`src/rtl/riscv_uat_pkg.sv`:
```
// Shared definitions for the UART transmitter: register offsets, STATUS/CTRL
// bit positions and the frame FSM state encoding.
package riscv_uat_pkg;

  localparam logic [3:0] UAT_OFS_DATA   = 4'h0;
  localparam logic [3:0] UAT_OFS_STATUS = 4'h4;
  localparam logic [3:0] UAT_OFS_DIV    = 4'h8;
  localparam logic [3:0] UAT_OFS_CTRL   = 4'hC;

  localparam int STAT_FULL    = 0;
  localparam int STAT_EMPTY   = 1;
  localparam int STAT_BUSY    = 2;
  localparam int STAT_OVF     = 3;
  localparam int STAT_CNT_LSB = 8;

  localparam int CTRL_IRQEN = 0;
  localparam int CTRL_FLUSH = 1;

  typedef enum logic [1:0] {
    UAT_IDLE,
    UAT_START,
    UAT_DATA,
    UAT_STOP
  } uat_state_e;

endpackage

```
`src/rtl/riscv_sync_fifo.sv`:
```
// Single-clock FIFO with occupancy count and one-cycle flush.
// A push is accepted only when not full, judged before any same-cycle pop.
module riscv_sync_fifo #(
  parameter int WIDTH = 8,
  parameter int DEPTH = 16
) (
  input  logic                       clk,
  input  logic                       rst,
  input  logic                       i_push,
  input  logic                       i_pop,
  input  logic                       i_flush,
  input  logic [WIDTH-1:0]           i_data,
  output logic [WIDTH-1:0]           o_data,
  output logic                       o_full,
  output logic                       o_empty,
  output logic [$clog2(DEPTH):0]     o_count
);

  localparam int AW = $clog2(DEPTH);
  localparam int CW = AW + 1;
  localparam logic [CW-1:0] FULL_CNT = CW'(DEPTH);

  logic [WIDTH-1:0] r_mem [DEPTH];
  logic [AW-1:0]    r_wr_ptr;
  logic [AW-1:0]    r_rd_ptr;
  logic [CW-1:0]    r_count;
  logic             w_do_push;
  logic             w_do_pop;

  assign o_full    = (r_count == FULL_CNT);
  assign o_empty   = (r_count == '0);
  assign o_count   = r_count;
  assign o_data    = r_mem[r_rd_ptr];
  assign w_do_push = i_push && !o_full;
  assign w_do_pop  = i_pop && !o_empty;

  always_ff @(posedge clk or posedge rst) begin
    if (rst) begin
      r_wr_ptr <= '0;
      r_rd_ptr <= '0;
      r_count  <= '0;
    end else if (i_flush) begin
      r_wr_ptr <= '0;
      r_rd_ptr <= '0;
      r_count  <= '0;
    end else begin
      if (w_do_push) r_wr_ptr <= r_wr_ptr + AW'(1);
      if (w_do_pop)  r_rd_ptr <= r_rd_ptr + AW'(1);
      case ({w_do_push, w_do_pop})
        2'b10:   r_count <= r_count + CW'(1);
        2'b01:   r_count <= r_count - CW'(1);
        default: r_count <= r_count;
      endcase
    end
  end

  always_ff @(posedge clk) begin
    if (w_do_push) r_mem[r_wr_ptr] <= i_data;
  end

endmodule

```
`src/rtl/riscv_uat_tx.sv`:
```
// Memory-mapped UART transmitter: register file, TX FIFO and the serial frame
// FSM (start, LSB-first data, stop) with per-frame latched baud divisor.
module riscv_uat_tx
  import riscv_uat_pkg::*;
#(
  parameter int CLK_FREQ   = 50_000_000,
  parameter int BAUD       = 115_200,
  parameter int FIFO_DEPTH = 16,
  parameter int DATA_BITS  = 8,
  parameter int STOP_BITS  = 1
) (
  input  logic        clk,
  input  logic        rst,
  input  logic        sel,
  input  logic [3:0]  addr,
  input  logic [3:0]  wStrb,
  input  logic [31:0] wData,
  output logic [31:0] rData,
  output logic        tx,
  output logic        irq
);

  localparam int FIFO_CW = $clog2(FIFO_DEPTH) + 1;
  localparam int DIV_RAW = CLK_FREQ / BAUD;
  localparam logic [15:0] DIV_RST = (DIV_RAW < 1)     ? 16'd1 :
                                    (DIV_RAW > 65535) ? 16'hFFFF : 16'(DIV_RAW);
  localparam logic [2:0] LAST_DATA = 3'(DATA_BITS - 1);
  localparam logic [2:0] LAST_STOP = 3'(STOP_BITS - 1);

  logic                 w_wr, w_wr_data, w_wr_status, w_wr_div, w_wr_ctrl;
  logic                 w_full, w_empty, w_flush, w_avail;
  logic [FIFO_CW-1:0]   w_count;
  logic [8:0]           w_cnt9;
  logic [DATA_BITS-1:0] w_head;
  logic                 w_bit_end, w_last_stop, w_pop, w_shift, w_busy, w_ovf_set;
  logic [31:0]          w_status;
  logic                 w_unused;

  logic [15:0]          r_div;
  logic                 r_irq_en, r_ovf, r_irq, r_tx;
  uat_state_e           r_state;
  logic [2:0]           r_bit_cnt;
  logic [15:0]          r_clk_cnt;
  logic [15:0]          r_div_lat;
  logic [DATA_BITS-1:0] r_shift;

  assign w_wr        = sel & wStrb[0];
  assign w_wr_data   = w_wr && (addr[3:2] == UAT_OFS_DATA[3:2]);
  assign w_wr_status = w_wr && (addr[3:2] == UAT_OFS_STATUS[3:2]);
  assign w_wr_div    = w_wr && (addr[3:2] == UAT_OFS_DIV[3:2]);
  assign w_wr_ctrl   = w_wr && (addr[3:2] == UAT_OFS_CTRL[3:2]);
  assign w_flush     = w_wr_ctrl && wData[CTRL_FLUSH];
  assign w_ovf_set   = w_wr_data && w_full;

  // A flushed FIFO must not hand its stale head to the FSM in the same cycle.
  assign w_avail     = !w_empty && !w_flush;
  assign w_busy      = (r_state != UAT_IDLE);
  assign w_bit_end   = (r_clk_cnt == 16'd0);
  assign w_last_stop = (r_bit_cnt == LAST_STOP);
  assign w_pop       = w_avail && ((r_state == UAT_IDLE) ||
                       (r_state == UAT_STOP && w_bit_end && w_last_stop));
  assign w_shift     = w_bit_end && (r_state == UAT_START || r_state == UAT_DATA);
  assign w_cnt9      = 9'(w_count);
  assign w_unused    = ^{wStrb[3:1], addr[1:0], wData[31:16], w_cnt9[8]};

  riscv_sync_fifo #(
    .WIDTH (DATA_BITS),
    .DEPTH (FIFO_DEPTH)
  ) u_fifo (
    .clk     (clk),
    .rst     (rst),
    .i_push  (w_wr_data),
    .i_pop   (w_pop),
    .i_flush (w_flush),
    .i_data  (wData[DATA_BITS-1:0]),
    .o_data  (w_head),
    .o_full  (w_full),
    .o_empty (w_empty),
    .o_count (w_count)
  );

  always_comb begin
    w_status                       = '0;
    w_status[STAT_FULL]            = w_full;
    w_status[STAT_EMPTY]           = w_empty;
    w_status[STAT_BUSY]            = w_busy;
    w_status[STAT_OVF]             = r_ovf;
    w_status[STAT_CNT_LSB +: 8]    = w_cnt9[7:0];
  end

  always_comb begin
    rData = '0;
    if (sel) begin
      case (addr[3:2])
        UAT_OFS_STATUS[3:2]: rData = w_status;
        UAT_OFS_DIV[3:2]:    rData = {16'd0, r_div};
        UAT_OFS_CTRL[3:2]:   rData = {31'd0, r_irq_en};
        default:             rData = '0;
      endcase
    end
  end

  always_ff @(posedge clk or posedge rst) begin
    if (rst) begin
      r_div    <= DIV_RST;
      r_irq_en <= 1'b0;
      r_ovf    <= 1'b0;
      r_irq    <= 1'b0;
    end else begin
      if (w_wr_div)  r_div <= (wData[15:0] == 16'd0) ? 16'd1 : wData[15:0];
      if (w_wr_ctrl) r_irq_en <= wData[CTRL_IRQEN];
      // Set is written last so a same-cycle overflow beats the W1C clear.
      if (w_wr_status && wData[STAT_OVF]) r_ovf <= 1'b0;
      if (w_ovf_set) r_ovf <= 1'b1;
      r_irq <= r_irq_en & w_empty & ~w_busy;
    end
  end

  always_ff @(posedge clk or posedge rst) begin
    if (rst) begin
      r_state   <= UAT_IDLE;
      r_tx      <= 1'b1;
      r_bit_cnt <= '0;
      r_clk_cnt <= '0;
    end else begin
      case (r_state)
        UAT_IDLE: begin
          if (w_pop) begin
            r_state   <= UAT_START;
            r_tx      <= 1'b0;
            r_clk_cnt <= r_div - 16'd1;
          end
        end
        UAT_START: begin
          if (w_bit_end) begin
            r_state   <= UAT_DATA;
            r_tx      <= r_shift[0];
            r_bit_cnt <= '0;
            r_clk_cnt <= r_div_lat - 16'd1;
          end else begin
            r_clk_cnt <= r_clk_cnt - 16'd1;
          end
        end
        UAT_DATA: begin
          if (w_bit_end) begin
            r_clk_cnt <= r_div_lat - 16'd1;
            if (r_bit_cnt == LAST_DATA) begin
              r_state   <= UAT_STOP;
              r_tx      <= 1'b1;
              r_bit_cnt <= '0;
            end else begin
              r_tx      <= r_shift[0];
              r_bit_cnt <= r_bit_cnt + 3'd1;
            end
          end else begin
            r_clk_cnt <= r_clk_cnt - 16'd1;
          end
        end
        UAT_STOP: begin
          if (w_bit_end && w_last_stop) begin
            if (w_pop) begin
              r_state   <= UAT_START;
              r_tx      <= 1'b0;
              r_clk_cnt <= r_div - 16'd1;
            end else begin
              r_state   <= UAT_IDLE;
            end
          end else if (w_bit_end) begin
            r_bit_cnt <= r_bit_cnt + 3'd1;
            r_clk_cnt <= r_div_lat - 16'd1;
          end else begin
            r_clk_cnt <= r_clk_cnt - 16'd1;
          end
        end
        default: r_state <= UAT_IDLE;
      endcase
    end
  end

  // Frame datapath: byte and divisor are captured together at pop time.
  always_ff @(posedge clk) begin
    if (w_pop) begin
      r_shift   <= w_head;
      r_div_lat <= r_div;
    end else if (w_shift) begin
      r_shift   <= r_shift >> 1;
    end
  end

  assign tx  = r_tx;
  assign irq = r_irq;

endmodule
```
`config.mk`:
```
export PLATFORM = sky130hd
export DESIGN_NAME = riscv_uat_tx
export DESIGN_NICKNAME = d
export VERILOG_FILES = /design/src/rtl/riscv_uat_pkg.sv /design/src/rtl/riscv_sync_fifo.sv /design/src/rtl/riscv_uat_tx.sv
export SDC_FILE = /design/constraint.sdc
export NUM_CORES = 1
export LEC_CHECK = 0
export ABC_AREA = 1
export CAP_MARGIN = 20
export CORE_MARGIN = 2
export CORE_UTILIZATION = 54
export DETAILED_ROUTE_END_ITERATION = 8
export PLACE_DENSITY = 0.75
export SYNTH_ARGS = -nofsm -noshare
export SYNTH_HDL_FRONTEND = slang
export SYNTH_SLANG_ARGS = --single-unit
export TNS_END_PERCENT = 5
```
`constraint.sdc`:
```
create_clock -name clk -period 5.65 [get_ports clk]
set_input_delay 1.13 -clock clk [delete_from_list [all_inputs] [get_ports clk]]
set_output_delay 1.13 -clock clk [all_outputs]
set_load 0.02 [all_outputs]
```
### Yosys cells after proc, flatten, opt, wreduce, memory -nomap -nowiden

Memory sizes are Yosys's and may differ from the RTL's.
Cells that the tools add are included.
W data, S select, Z words.

* add/sub/neg operators: 8
* eq/ne operators: 17
* muxes and demuxes: 38
* bitwise gates (word level): 4
* reduce and logical (&&, ||, !) cells: 37

Operators with widths (count)
* $pmux W16 S3: 2
* $mux W16: 5
* $sub A16 B1 Y16 const B: 3
* $logic_not A16 Y1: 2
* $mux W4: 4
* $mux W8: 2
* $logic_and A1 B1 Y1: 15
* $mux W3: 5
* $eq A2 B2 Y1 const B: 5
* $mux W1: 10
* $mux W2: 5
* $pmux W5 S2: 1
* $reduce_and A5 Y1: 2
* $reduce_bool A2 Y1: 5
* $pmux W3 S3: 1
* $add A4 B1 Y4 const B: 2
* $ne A2 B2 Y1 const B: 4
* $pmux W2 S4: 1
* $eq A2 B1 Y1 const B: 3
* $ne A2 B1 Y1 const B: 3
* $reduce_bool A3 Y1: 2
* $add A5 B1 Y5 const B: 1
* $eq A5 B5 Y1 const B: 1
* $logic_not A5 Y1: 1
* 13 further kinds: 19

* register bits after elaboration: 78
* bits in writable memories: 128
* bits of input ports: 43
* logic and storage cells: 118
* memories kept: 1

Memories
* u_fifo.r_mem: depth 16, bits a word 8, rd ports 1, clocked after Yosys merged registers in 0, write ports 1, RTL line riscv_sync_fifo.sv:23 `logic [WIDTH-1:0] r_mem [DEPTH];`

### Depth between registers and ports, before layout

* word-level depth: 10
* gate-level depth with buffers: 17
* gate-level depth less buffers: 16

### Cells and area by module

A second synthesis with hierarchy kept.

* cell total of the unflattened synthesis: 1055
* area total of the unflattened synthesis: 10332.4 sq um

Modules (own cells, without submodules)
* riscv_sync_fifo: times used 1, cells an instance 474, area an instance 6064.6 sq um
* riscv_uat_tx: times used 1, cells an instance 581, area an instance 4267.8 sq um

### Worst setup path after synthesis

No wires, ideal clock.

* path kind: input to register
* start: input port addr[2]
* end: register u_fifo.r_count[4] (netlist: u_fifo.o_count[4])
* setup time: 0.125 ns
* arrival: 3.236 ns
* required time: 5.525 ns
* slack: 2.289 ns
* stages on the path: 15
* path buffers: 1
* path through: inv_1 > nor3_1 > nand2_1 > nand2_1 > a21oi_4 > buf_2 > ha_1 > xor2_1 > ha_1 > a21o_1 > a21boi_0 > nor2_1 > nor2_1 > xor2_1 > o22ai_1

* longest elaborated chain between the ends: 10

RTL lines
* start: declaration: RTL line riscv_uat_tx.sv:15 `input logic [3:0] addr,`
* $eq A2 B2 Y1: RTL line riscv_uat_tx.sv:51 `assign w_wr_ctrl = w_wr && (addr[3:2] == UAT_OFS_CTRL[3:2]);`
* $logic_and A1 B1 Y1: RTL line riscv_uat_tx.sv:51
* $logic_and A1 B1 Y1: RTL line riscv_uat_tx.sv:52 `assign w_flush = w_wr_ctrl && wData[CTRL_FLUSH];`
* $logic_not A1 Y1: RTL line riscv_uat_tx.sv:56 `assign w_avail = !w_empty && !w_flush;`
* $logic_and A1 B1 Y1: RTL line riscv_uat_tx.sv:56
* $logic_and A1 B1 Y1: RTL line riscv_uat_tx.sv:60 `assign w_pop = w_avail && ((r_state == UAT_IDLE) ||`
* $logic_and A1 B1 Y1: RTL line riscv_sync_fifo.sv:35 `assign w_do_pop = i_pop && !o_empty;`
* $eq A2 B1 Y1 / $eq A2 B2 Y1 (equally long branches): RTL line riscv_sync_fifo.sv:49 `case ({w_do_push, w_do_pop})`
* $pmux W5 S2: RTL line riscv_sync_fifo.sv:49
* $mux W5: RTL line riscv_sync_fifo.sv:42 `end else if (i_flush) begin`
* end signal: assignment: RTL line riscv_sync_fifo.sv:50 `2'b10: r_count <= r_count + CW'(1);`
* end signal: assignment: RTL line riscv_sync_fifo.sv:51 `2'b01: r_count <= r_count - CW'(1);`
* end signal: assignment: RTL line riscv_sync_fifo.sv:52 `default: r_count <= r_count;`
* end: declaration: RTL line riscv_sync_fifo.sv:26 `logic [CW-1:0] r_count;`

Parallel ways exist; a longest one is shown, timed or not.
A chain may end at the register's enable or synchronous reset.

### Worst setup path after layout

* start: input port addr[3]
* end: output port rData[3]

* longest elaborated chain between the ends: 3

RTL lines
* $eq A2 B2 Y1 / $eq A2 B1 Y1 (equally long branches): RTL line riscv_uat_tx.sv:94 `case (addr[3:2])`
* $pmux W16 S3 (*): RTL line riscv_uat_tx.sv:94
* $mux W16 (*): RTL line riscv_uat_tx.sv:93 `if (sel) begin`
* end: declaration: RTL line riscv_uat_tx.sv:18 `output logic [31:0] rData,`

Mark *: on every way between the ends. The rest lies on a longest branch, timed or not.

==> results.rst <==
.. list-table::
   :header-rows: 1

   * - Metric
     - Value
   * - FMAX
     - 229 MHz
   * - CP startpoint kind
     - primary input
   * - Number of top-level pins
     - 77
   * - Vias per std cell
     - 5.65
   * - Number of resized instances in the post-cts repair step
     - 0
   * - Fraction of final layout cells sized beyond drive strength 1
     - 7.32%
   * - Number of buffer cells added on primary ports
     - 39
   * - Main combinational cell family by area after synthesis
     - simple AND/OR/NAND/NOR gates
   * - Number of maximum-capacitance constraint violations
     - 0
   * - Async set-or-reset flop fraction in the synthesized netlist
     - 26.2%
   * - Slowest cell on the critical path
     - clkdlybuf4s50_1
   * - Number of levels in the clock H-tree
     - 1
   * - Antenna violation net count after detailed routing
     - 0
   * - Routed via count
     - 7084
   * - Maximum count of clock buffers along a single path
     - 3
   * - Syn_area_per_cell
     - 10.1 µm²
   * - Share of synthesized cell area in full adder, half adder and majority cells
     - 2.42%
   * - Largest area contributor in the synthesized netlist
     - edfxtp_1
   * - Wire length on met2
     - 10900 µm
   * - Most frequent cell after synthesis
     - edfxtp_1
   * - Effective utilization at floorplan
     - 54.8%
   * - WL met3
     - 1260 µm
   * - Post-synthesis share of cell area spent on xor and xnor gates
     - 1.34%
   * - Antenna Diode Count
     - 0
   * - Post-route DRC
     - 0
   * - Number of enable flip-flop cells after synthesis
     - 152
   * - Cell type with the highest occurrence count on the critical path
     - clkdlybuf4s50_1
   * - Uppermost layer routed
     - met4
   * - Clk root buf
     - clkbuf_16
   * - First-pass GRT wire length
     - 35600 µm
   * - Horiz. Die Dim
     - 139 µm
   * - Cell leakage power
     - 4.38 nW
   * - Commonest cells in the synthesized netlist
     - 152 x edfxtp_1, 147 x nor2_1, 135 x nand2_1, 105 x o21ai_0, 89 x inv_1
   * - Non-filler cells in the finished layout
     - 1254
   * - Num rows
     - 49
   * - Quantity of hold-fixing buffers added after cts
     - 0
   * - Ordered cell list for the critical path
     - clkdlybuf4s50_1, inv_1, nor2_1, nand2_1, o22ai_1, clkdlybuf4s50_1
   * - Portion of synthesized cell area occupied by the leading cell type
     - 46.5%
   * - Final count of pins violating max slew
     - 0
   * - Count of final setup violators
     - 0
   * - Type of element capturing the critical path
     - primary output
   * - Cell types with the largest area share after synthesis
     - edfxtp_1 46%, dfrtp_1 12%, nor2_1 5.6%
   * - Critical Path RT
     - 4520 ps
   * - Layout net count
     - 1070
   * - Max incr delay on CP
     - 630 ps
   * - Worst Skew
     - 26.9 ps
   * - Mapped cell area
     - 0.00982 mm²
   * - Worst IR Drop VDD
     - 361 µV
   * - Placed Cells
     - 1211
   * - Area fraction in compound gates after synthesis
     - 12.7%
   * - M1 wire length
     - 9610 µm
   * - Mux share of post-synthesis cell area
     - 0.574%
   * - Register clock-pin slew on the reported worst setup and hold paths
     - 60 ps
   * - Count of mapped cells out of synthesis
     - 971
   * - Number of buffers inserted to repair setup after CTS
     - 0
   * - Worst Hold Margin
     - 452 ps
   * - Routability-driven placement congestion ratio
     - 0.891
   * - Measured slew at the worst slew-check pin
     - 1070 ps
   * - Clock tree from TritonCTS
     - built
   * - Class of the tightest hold or removal check
     - reg2reg
   * - Latest clock arrival within the worst-skew pair
     - 530 ps
   * - Type of the setup path with the least slack
     - in2out
   * - Count of different cell masters after synthesis
     - 44
   * - Most used DFF post-synth
     - edfxtp_1
   * - Worst slew slack as a fraction of its limit
     - 28.5%
   * - Overall die area
     - 0.0193 mm²
   * - Warnings, synthesis
     - 0
   * - Growth of design area from synthesis to finish
     - 13.6%
   * - CTS sink count
     - 206
   * - Via count of the first global-routing pass
     - 6701
   * - Detailed-placement wirelength estimate
     - 14400 µm
   * - Area fraction in and, or, nand and nor cells after synthesis
     - 16.1%
   * - Global route total overflow
     - 0
   * - Antenna violations before repair
     - 0
   * - Total power density per cell area
     - 520 mW/mm²
   * - Number of buffers created by CTS
     - 23
   * - Number of synthesized register bits
     - 206
   * - Critical path peak fanout
     - 11
   * - Height of the die
     - 139 µm
   * - Pin count of the biggest net entering global routing
     - 66
   * - Sum of routed wire length over all layers
     - 22400 µm
   * - Final TNS setup
     - 0 ps
   * - WP data arrival
     - 3230 ps
   * - Hold Violations, Final
     - 0
   * - Tcrit/Tclk final
     - 77.2%
   * - Routed wirelength normalized by instance count
     - 17.8 µm
   * - Number of search-and-repair iterations in the first detailed-routing pass
     - 5
   * - Combined global-route utilization of all metal layers
     - 23.1%
   * - Register area share after synthesis
     - 60.3%
   * - Std-Cell Core Area
     - 0.0179 mm²
   * - Unrepaired setup endpoints after global routing
     - false
   * - Number of DRC violations after detailed-routing iteration 0
     - 647
   * - Run status
     - completed
   * - Fill cell count
     - 1409
   * - Minimum period implied by the final worst setup slack
     - 4360 ps
[worst paths after layout]
check | end | cells after the start | start | slack, ps
worst min register to register | r_div_lat[2] | 0 | r_div[2] | 450
worst min-delay path | r_div_lat[2] | 0 | r_div[2] | 450
worst max-delay path | rData[3] | 6 | addr[3] | 1290
max in group asynchronous | r_div[8] | 3 | rst | 3800
min in group asynchronous | u_fifo.r_wr_ptr[2] | 2 | rst | 980
worst max register to register | u_fifo.o_count[4] | 16 | r_clk_cnt[8] | 2450
[per-layer routing]
metal	up-vias	GRT usage [%]
li1	3429	-
met4	0	6.80
met1	3398	32.4
met2	213	38.6
met5	-	0
met3	44	2.80
[layout by cell type, fill, tap and decap left out, types with 2 or more instances in the layout]
master           instances
nand4_1                  4
clkinvlp_4               2
inv_1                   87
nand3_1                 53
nor2_4                   3
dfstp_2                  6
o21ai_0                105
xnor2_1                  2
a21oi_1                 24
o211ai_1                19
nand2_2                  4
a31oi_1                  7
clkbuf_16               23
xor2_1                  13
dfrtp_1                 48
nand3b_1                 4
edfxtp_1               152
buf_4                   10
o22ai_1                 15
nor4_1                   2
nor3_1                  12
nor2_1                 147
nand2_1                135
mux2_2                   5
nand3_2                  3
conb_1                  16
bufinv_16                5
o221ai_1                22
ha_1                    19
clkinv_1                 4
clkinv_2                 5
clkbuf_1                 3
clkdlybuf4s50_1         39
o21ai_1                 10
[logic make-up (layout without fill, tap and decap cells)]
family,after synthesis,count (layout)
muxes,5,5
AOI/OAI and AO/OA,211,211
DFF,206,206
buffers and inverters,143,182
adders and majority gates,19,19
xor gates and xnor gates,15,15
and+or+nand+nor,371,371
other,1,16
[registers in the layout, summed over array words and instances (netlist names)]
name             flops
u_fifo.r_mem       128
r_clk_cnt           16
r_div               16
r_div_lat           16
r_shift              8
u_fifo.o_count       5
u_fifo.r_rd_ptr      4
u_fifo.r_wr_ptr      4
r_bit_cnt            3
r_state              2
irq                  1
r_irq_en             1
r_ovf                1
tx                   1
[through the flow]
stage | worst slack, ps | utilization [%] | power (mW) | instance area (µm²)
2_1_floorplan | 2290 | - | 3.65 | 9870
3_3_place_gp | 1270 | 57.7 | 4.14 | 10300
3_5_place_dp | 1220 | 57.7 | 4.19 | 10300
4_1_cts | 1300 | 62.2 | 5.79 | 11100
5_1_grt | 1070 | 62.3 | 6.15 | 11100
6_report | 1290 | 62.3 | 5.80 | 11100
[area by class of cell]
class                           instances  area [µm²]  area share [%]
Sequential cell                       206        5920            53.1
Multi-Input combinational cell        637        3320            29.8
Clock buffer                           26         587            5.26
Timing Repair Buffer                   50         470            4.22
Inverter                               90         338            3.03
Tap cell                              229         287            2.57
Clock inverter                         16         226            2.03
[power breakdown]
group          internal, mW  switching (mW)  total, mW
clock                 0.983           0.607       1.59
sequential             1.92           0.192       2.11
combinational         0.663            1.44       2.10
[critical path, delay by kind of cell]
family | cells | cell delay (ps)
compound gates | 1 | 240
buf+inv | 3 | 1240
simple gates | 2 | 620
(Power assumes the default switching activity.)
